`src/rtl/cmn_tree_plru_seq.sv`:
```
// Multi-set tree-PLRU replacement engine: touch updates, registered victim
// selection with invalid-way priority and per-way locks, and a sequenced flush.
module cmn_tree_plru_seq #(
  parameter int unsigned WAYS  = 8,
  parameter int unsigned SETS  = 16,
  parameter int unsigned WAY_W = $clog2(WAYS),
  parameter int unsigned SET_W = (SETS > 1) ? $clog2(SETS) : 1
) (
  input  logic             clk,
  input  logic             rst,
  input  logic             touch_vld,
  input  logic [SET_W-1:0] touch_set,
  input  logic [WAYS-1:0]  touch_way,
  input  logic             vic_req_vld,
  input  logic [SET_W-1:0] vic_req_set,
  input  logic [WAYS-1:0]  vic_valid,
  input  logic [WAYS-1:0]  vic_lock,
  output logic             vic_rsp_vld,
  output logic [WAYS-1:0]  vic_rsp_way,
  output logic [WAY_W-1:0] vic_rsp_idx,
  output logic             vic_rsp_none,
  input  logic             flush_req,
  output logic             busy
);

  localparam int unsigned NODES  = WAYS - 1;
  localparam int unsigned NODE_W = (NODES > 1) ? $clog2(NODES) : 1;

  typedef logic [NODES-1:0] tree_t;
  typedef enum logic {S_IDLE = 1'b0, S_FLUSH = 1'b1} state_e;

  // Heap-ordered tree: a node is set when its left half was used last,
  // so the replacement pointer then leans right.
  function automatic tree_t tree_touch(input tree_t t, input logic [WAY_W-1:0] w);
    tree_t            r;
    logic [WAY_W-1:0] ws;
    int unsigned      node;
    logic             go_right;
    r    = t;
    ws   = w;
    node = 0;
    for (int unsigned lvl = 0; lvl < WAY_W; lvl++) begin
      go_right         = ws[WAY_W-1];
      r[NODE_W'(node)] = ~go_right;
      node             = 2 * node + 1 + 32'(go_right);
      ws               = ws << 1;
    end
    return r;
  endfunction

  state_e           state_q, state_d;
  logic [SET_W-1:0] flush_cnt_q, flush_cnt_d;
  logic             busy_q, busy_d;
  tree_t            tree_q [SETS];
  tree_t            tree_d [SETS];

  logic             rsp_vld_q, rsp_vld_d;
  logic [WAYS-1:0]  rsp_way_q, rsp_way_d;
  logic [WAY_W-1:0] rsp_idx_q, rsp_idx_d;
  logic             rsp_none_q, rsp_none_d;

  tree_t            vic_tree;
  logic [WAYS-1:0]  free_ways;
  logic             inv_hit;
  logic             all_locked;
  logic [WAY_W-1:0] inv_idx;
  logic [WAY_W-1:0] walk_idx;
  logic [WAY_W-1:0] vic_idx_c;
  logic [WAYS-1:0]  vic_way_c;
  int               walk_pos;
  int               walk_node;
  logic             left_lk;
  logic             right_lk;
  logic             walk_right;

  logic [WAY_W-1:0] touch_idx;
  logic             touch_en;
  logic             alloc_en;
  tree_t            touched_tree;
  tree_t            alloc_base;

  // Victim choice on the pre-update tree: free invalid way first, else a
  // lock-aware walk that steers away from fully locked subtrees.
  always_comb begin
    free_ways  = ~vic_valid & ~vic_lock;
    inv_hit    = |free_ways;
    all_locked = &vic_lock;
    inv_idx    = '0;
    for (int k = int'(WAYS) - 1; k >= 0; k--) begin
      if (free_ways[k]) inv_idx = WAY_W'(k);
    end

    vic_tree   = tree_q[vic_req_set];
    walk_pos   = 0;
    walk_node  = 0;
    left_lk    = 1'b1;
    right_lk   = 1'b1;
    walk_right = 1'b0;
    for (int lvl = 0; lvl < int'(WAY_W); lvl++) begin
      left_lk  = 1'b1;
      right_lk = 1'b1;
      for (int k = 0; k < int'(WAYS); k++) begin
        if ((k >> (int'(WAY_W) - 1 - lvl)) == 2 * walk_pos)     left_lk  = left_lk  & vic_lock[k];
        if ((k >> (int'(WAY_W) - 1 - lvl)) == 2 * walk_pos + 1) right_lk = right_lk & vic_lock[k];
      end
      walk_right = vic_tree[NODE_W'(walk_node)];
      if (walk_right ? right_lk : left_lk) walk_right = ~walk_right;
      walk_pos  = 2 * walk_pos + int'(walk_right);
      walk_node = 2 * walk_node + 1 + int'(walk_right);
    end
    walk_idx = WAY_W'(walk_pos);

    vic_idx_c = inv_hit ? inv_idx : walk_idx;
    vic_way_c = all_locked ? '0 : (WAYS'(1) << vic_idx_c);
  end

  // Tree next-state: flush clears one set per cycle; otherwise touch first,
  // then the allocation so the victim path wins shared nodes.
  always_comb begin
    touch_idx = '0;
    for (int k = 0; k < int'(WAYS); k++) begin
      if (touch_way[k]) touch_idx = touch_idx | WAY_W'(k);
    end
    touch_en     = touch_vld & (|touch_way) & ~busy_q;
    alloc_en     = vic_req_vld & ~busy_q & ~all_locked;
    touched_tree = tree_touch(tree_q[touch_set], touch_idx);
    alloc_base   = (touch_en && (touch_set == vic_req_set)) ? touched_tree
                                                            : tree_q[vic_req_set];
    tree_d = tree_q;
    if (state_q == S_FLUSH) begin
      tree_d[flush_cnt_q] = '0;
    end else begin
      if (touch_en) tree_d[touch_set]   = touched_tree;
      if (alloc_en) tree_d[vic_req_set] = tree_touch(alloc_base, vic_idx_c);
    end
  end

  // Flush sequencing and response capture.
  always_comb begin
    state_d     = state_q;
    flush_cnt_d = flush_cnt_q;
    case (state_q)
      S_IDLE: begin
        if (flush_req) begin
          state_d     = S_FLUSH;
          flush_cnt_d = '0;
        end
      end
      S_FLUSH: begin
        if (flush_cnt_q == SET_W'(SETS - 1)) state_d = S_IDLE;
        else                                 flush_cnt_d = flush_cnt_q + SET_W'(1);
      end
      default: state_d = S_IDLE;
    endcase
    busy_d = (state_d == S_FLUSH);

    rsp_vld_d  = vic_req_vld & ~busy_q;
    rsp_way_d  = rsp_way_q;
    rsp_idx_d  = rsp_idx_q;
    rsp_none_d = rsp_none_q;
    if (rsp_vld_d) begin
      rsp_way_d  = vic_way_c;
      rsp_idx_d  = all_locked ? '0 : vic_idx_c;
      rsp_none_d = all_locked;
    end
  end

  always_ff @(posedge clk) begin
    if (rst) begin
      state_q     <= S_IDLE;
      flush_cnt_q <= '0;
      busy_q      <= 1'b0;
      tree_q      <= '{default: '0};
      rsp_vld_q   <= 1'b0;
      rsp_way_q   <= '0;
      rsp_idx_q   <= '0;
      rsp_none_q  <= 1'b0;
    end else begin
      state_q     <= state_d;
      flush_cnt_q <= flush_cnt_d;
      busy_q      <= busy_d;
      tree_q      <= tree_d;
      rsp_vld_q   <= rsp_vld_d;
      rsp_way_q   <= rsp_way_d;
      rsp_idx_q   <= rsp_idx_d;
      rsp_none_q  <= rsp_none_d;
    end
  end

  assign vic_rsp_vld  = rsp_vld_q;
  assign vic_rsp_way  = rsp_way_q;
  assign vic_rsp_idx  = rsp_idx_q;
  assign vic_rsp_none = rsp_none_q;
  assign busy         = busy_q;

  // Simulation checks on caller-guaranteed input properties.
  a_touch_onehot: assert property (@(posedge clk) disable iff (rst)
    touch_vld |-> $onehot0(touch_way));
  a_touch_set: assert property (@(posedge clk) disable iff (rst)
    touch_vld |-> (32'(touch_set) < SETS));
  a_vic_set: assert property (@(posedge clk) disable iff (rst)
    vic_req_vld |-> (32'(vic_req_set) < SETS));

endmodule
```
`config.mk`:
```
export PLATFORM = sky130hd
export DESIGN_NAME = cmn_tree_plru_seq
export DESIGN_NICKNAME = d
export VERILOG_FILES = /design/src/rtl/cmn_tree_plru_seq.sv
export SDC_FILE = /design/constraint.sdc
export NUM_CORES = 1
export LEC_CHECK = 0
export CAP_MARGIN = 10
export CORE_UTILIZATION = 50
export CTS_CLUSTER_DIAMETER = 80
export DETAILED_ROUTE_END_ITERATION = 6
export PLACE_DENSITY = 0.64
export SKIP_CTS_REPAIR_TIMING = 1
export SLEW_MARGIN = 20
export SYNTH_ARGS = -nofsm -noshare
export SYNTH_HDL_FRONTEND = slang
export SYNTH_SLANG_ARGS = --single-unit
```
`constraint.sdc`:
```
create_clock -name clk -period 15.3 [get_ports clk]
set_input_delay 4.59 -clock clk [delete_from_list [all_inputs] [get_ports clk]]
set_output_delay 4.59 -clock clk [all_outputs]
set_load 0.1 [all_outputs]
```
==> flow_results.org <==
** Status
- The flow ran to the end, and the final reports show no timing, DRC or antenna violations.

** Critical path
- Critical Path RT :: 15.57 ns
- At the worst endpoint, the arrival time is slightly below 10 ns.
- Biggest fanout along the worst timing path :: 64
- Measured in cells, the most critical reg-to-reg path has a length of 18.
- The critical path in this run is classified as input pin to flop.
- The worst setup path is launched from an input pin.
- Endpoint kind of the worst setup timing path :: flop

** Floorplan
- Num ports :: roughly 50
- In this run the vertical extent of the chip is between 150 and 200 um.
- In this run the standard cell core region covers approximately 21000 um^2.
- Starting utilization of the core area :: 51.5%
- The die covers 22500 um^2.
- Number of core rows :: 53
- Width of the die :: 150 um

** Clocking
- Counting the buffers created by CTS gives 17.
- Clock tree sinks :: 130
- After clock tree synthesis, the clock-pin slew on the worst setup and hold paths is approximately 0.070 ns.
- Counting along the longest clock path gives a buffer depth of 2.
- Maximum level of the CTS H-tree :: 4
- TritonCTS built the clock tree.
- The tree is rooted in a clkbuf_16.
- Clock latency reported for the late side of the worst-skew pair :: 0.44 ns

** Pwr
- Highest ir drop seen on vdd :: 0.0603 mV
- In this run the static leakage power is 0.00396 uW.
- Power per cell area :: between 80 and 90 nW/um^2

** STA
- Worst slew margin :: between 20% and 30%
- The worst path meets setup with approximately 5.9 ns of slack.
- The final hold violation count was 0.
- The worst path needs 9.36 ns of the cycle, external delays included.
- Setup repair after global routing left no endpoint under its margin.
- The number of pins exceeding their max-slew limit in the final report is 0.
- Aggregate negative setup slack :: 0 ns
- Clock skew on the completed layout was measured at 0.0126 ns.
- Static timing analysis puts the maximum clock frequency at 107 MHz.
- For the pin with the worst max-slew slack, the measured transition is 1.15 ns.
- Count of final setup violators :: 0
- Post-Route Hold Slack :: around 0.46 ns
- Dividing the final minimum period by the clock period gives 61.2%.

** Placed design
- Final HPWL DP :: a little under 30000 um
- The congestion estimate from routability-driven global placement came to 0.962.
- Buffers placed on the I/O ports in this run total 50.
- Before CTS, the worst setup slack after placement is 5.36 ns.

** Synth
- In this run the cell area of the synthesized design comes to around 11000 um^2.
- Prevailing post-synth register cell :: dfxtp_1
- Synthesis inferred 130 register bits.
- Sequential element share of the synthesized area :: 23.7%
- Cells after synthesis :: ~1400
- Synthesis Warnings :: 0
- Post-synth EDFFs :: 0
- In this run the biggest area consumer among cell types represents 23.7% of the synthesized area.
- The number of nets in the synthesized netlist is 1503.
- The number of different library cells used by synthesis comes to 71.
- Synthesized area per cell :: between 7 and 8 um^2
- Area leader, netlist :: dfxtp_1
- After synthesis, the cell types taking the most area are dfxtp_1 (24%), mux4_2 (8.4%), o21ai_0 (7.9%).
- Share of flip-flops with an asynchronous set or reset :: 0%

** Worst hold path
- WHS Path Cells :: 2
- The min-delay analysis places its worst path in the category flop to flop.

** Global route
- The via count of the first global-routing pass came to 10802.
- Wire length of the first global-routing pass :: 64900 um
- Remaining global-route overflow :: 0
- Maximum number of pins on one net before global-route repair :: 88
- Antenna violations before repair :: 0
- Across every metal layer, demand over resource in global routing totals 38.3%.

** Drt
- Number of nets still failing antenna checks after routing :: 0
- Post-Route WL :: ~43000 um
- The pre-antenna-repair detailed-routing pass consisted of 6 iterations.
- Residual DRC :: 0
- Total via count in the routed design :: 12165
- In the routed layout, each cell is associated on average with a via count of a little over 7.
- 1st-iter DRT viols :: ~1600
- Wire length per cell :: 24.9 um

** Finish
- Multi-input combinational cell area :: 7790 um^2
- The top cell types in the final layout, fill and taps aside, are nand2_1 (212), o21ai_0 (171), a21oi_1 (169).
- The repair_antennas step left the layout with diodes totalling 0.
- Most common cell after layout, fill and taps aside :: nand2_1
- Final nets :: 1487
- Share of cells above drive strength 1 :: 11.4%
- Fill cells in the final layout number 1995.
- Area Overhead vs Synth :: 11.1%
- Sequential standard cell area :: ~2600 um^2
- At the end of the flow the core is filled with cells to 57.3%.

** Run
- Max_cap viols :: 0
-- cell type report --
cell class | instances | area share (%)
Timing Repair Buffer | 90 | 6.52
Multi-Input combinational cell | 1175 | 63.9
Tap cell | 275 | 2.82
Clock buffer | 17 | 3.49
Clock inverter | 15 | 1.40
Sequential cell | 130 | 21.4
Inverter | 17 | 0.524
-- kinds of logic after synthesis --
group	count (synthesis)	share of synthesized area (%)
flops	130	23.7
compound gates	542	31.3
buf+inv	142	5.46
fa+ha+maj	19	2.17
mux	85	13.5
simple gates	524	23.4
xor+xnor	5	0.399
-- sequential cells by signal, summed over array words and instances, names as in the netlist --
signal	cells
vic_rsp_none	1
vic_rsp_way	8
vic_rsp_idx	3
busy	1
vic_rsp_vld	1
flush_cnt_q	4
tree_q	112
-- worst paths after layout --
path	endpoint	slack, ns	from
max	tree_q[90]$_SDFF_PP0_	5.94	vic_req_set[0]
min	vic_rsp_way[1]$_SDFFE_PP0P_	0.46	vic_rsp_way[1]$_SDFFE_PP0P_
max reg2reg	tree_q[90]$_SDFF_PP0_	10.65	tree_q[16]$_SDFF_PP0_
min reg2reg	vic_rsp_way[1]$_SDFFE_PP0P_	0.46	vic_rsp_way[1]$_SDFFE_PP0P_
-- per-layer routing --
| layer | part of all wire [%] | track usage (%) | wire length (um) | vias to the layer above |
|---|---|---|---|---|
| met5 | 0 | 0 | 0 | - |
| met1 | 40 | 51.7 | 17300 | 5733 |
| li1 | - | - | - | 5475 |
| met4 | 4.8 | 17.2 | 2030 | 0 |
| met3 | 12 | 9.42 | 5050 | 158 |
| met2 | 43 | 57.6 | 18400 | 799 |
-- through the flow --
| step | cells | cell area (um^2) | total power, uW |
|---|---|---|---|
| floorplan | 1447 | 11000 | 538 |
| detailed placement | 1686 | 11600 | 617 |
| CTS | 1718 | 12200 | 1040 |
| global placement | 1686 | 11600 | 616 |
| finish | 1719 | 12200 | 1050 |
| global route | 1719 | 12200 | 1080 |
-- critical path, cell delays in order --
cell and delay (ns):
clkdlybuf4s50_1 0.46, buf_4 0.45, nor2b_1 0.40, a22oi_1 0.14, a21boi_0 0.29, nor2_1 0.11, o221a_2 0.29, nor2_1 0.28
ha_1 0.33, inv_1 0.12, nand2_1 0.08, o22ai_1 0.07, a2111oi_0 0.40, a41oi_1 0.08, o21ai_0 0.15, and2_1 0.19
mux2i_1 0.14, nor2_4 0.13, buf_4 0.59, a41oi_1 0.24
-- synth_stat cells (all sizes together), types with 14 or more instances --
cell,number
a21oi,169
a41oi,65
and2,16
buf,27
clkbuf,98
dfxtp,130
ha,19
inv,17
mux2i,33
mux4,48
nand2,213
nand3,21
nand3b,50
nor2,96
nor3,28
nor4,24
o211ai,14
o21ai,174
o221ai,16
o22ai,26
o31ai,17
or2,22
-- where the power goes --
part           total [uW]  switching (uW)  internal, uW  leakage, uW
clock                 432             187           245     0.000299
sequential            358            9.89           348      0.00105
combinational         262             180          81.7      0.00261
Power figures use the tool's default switching activity.
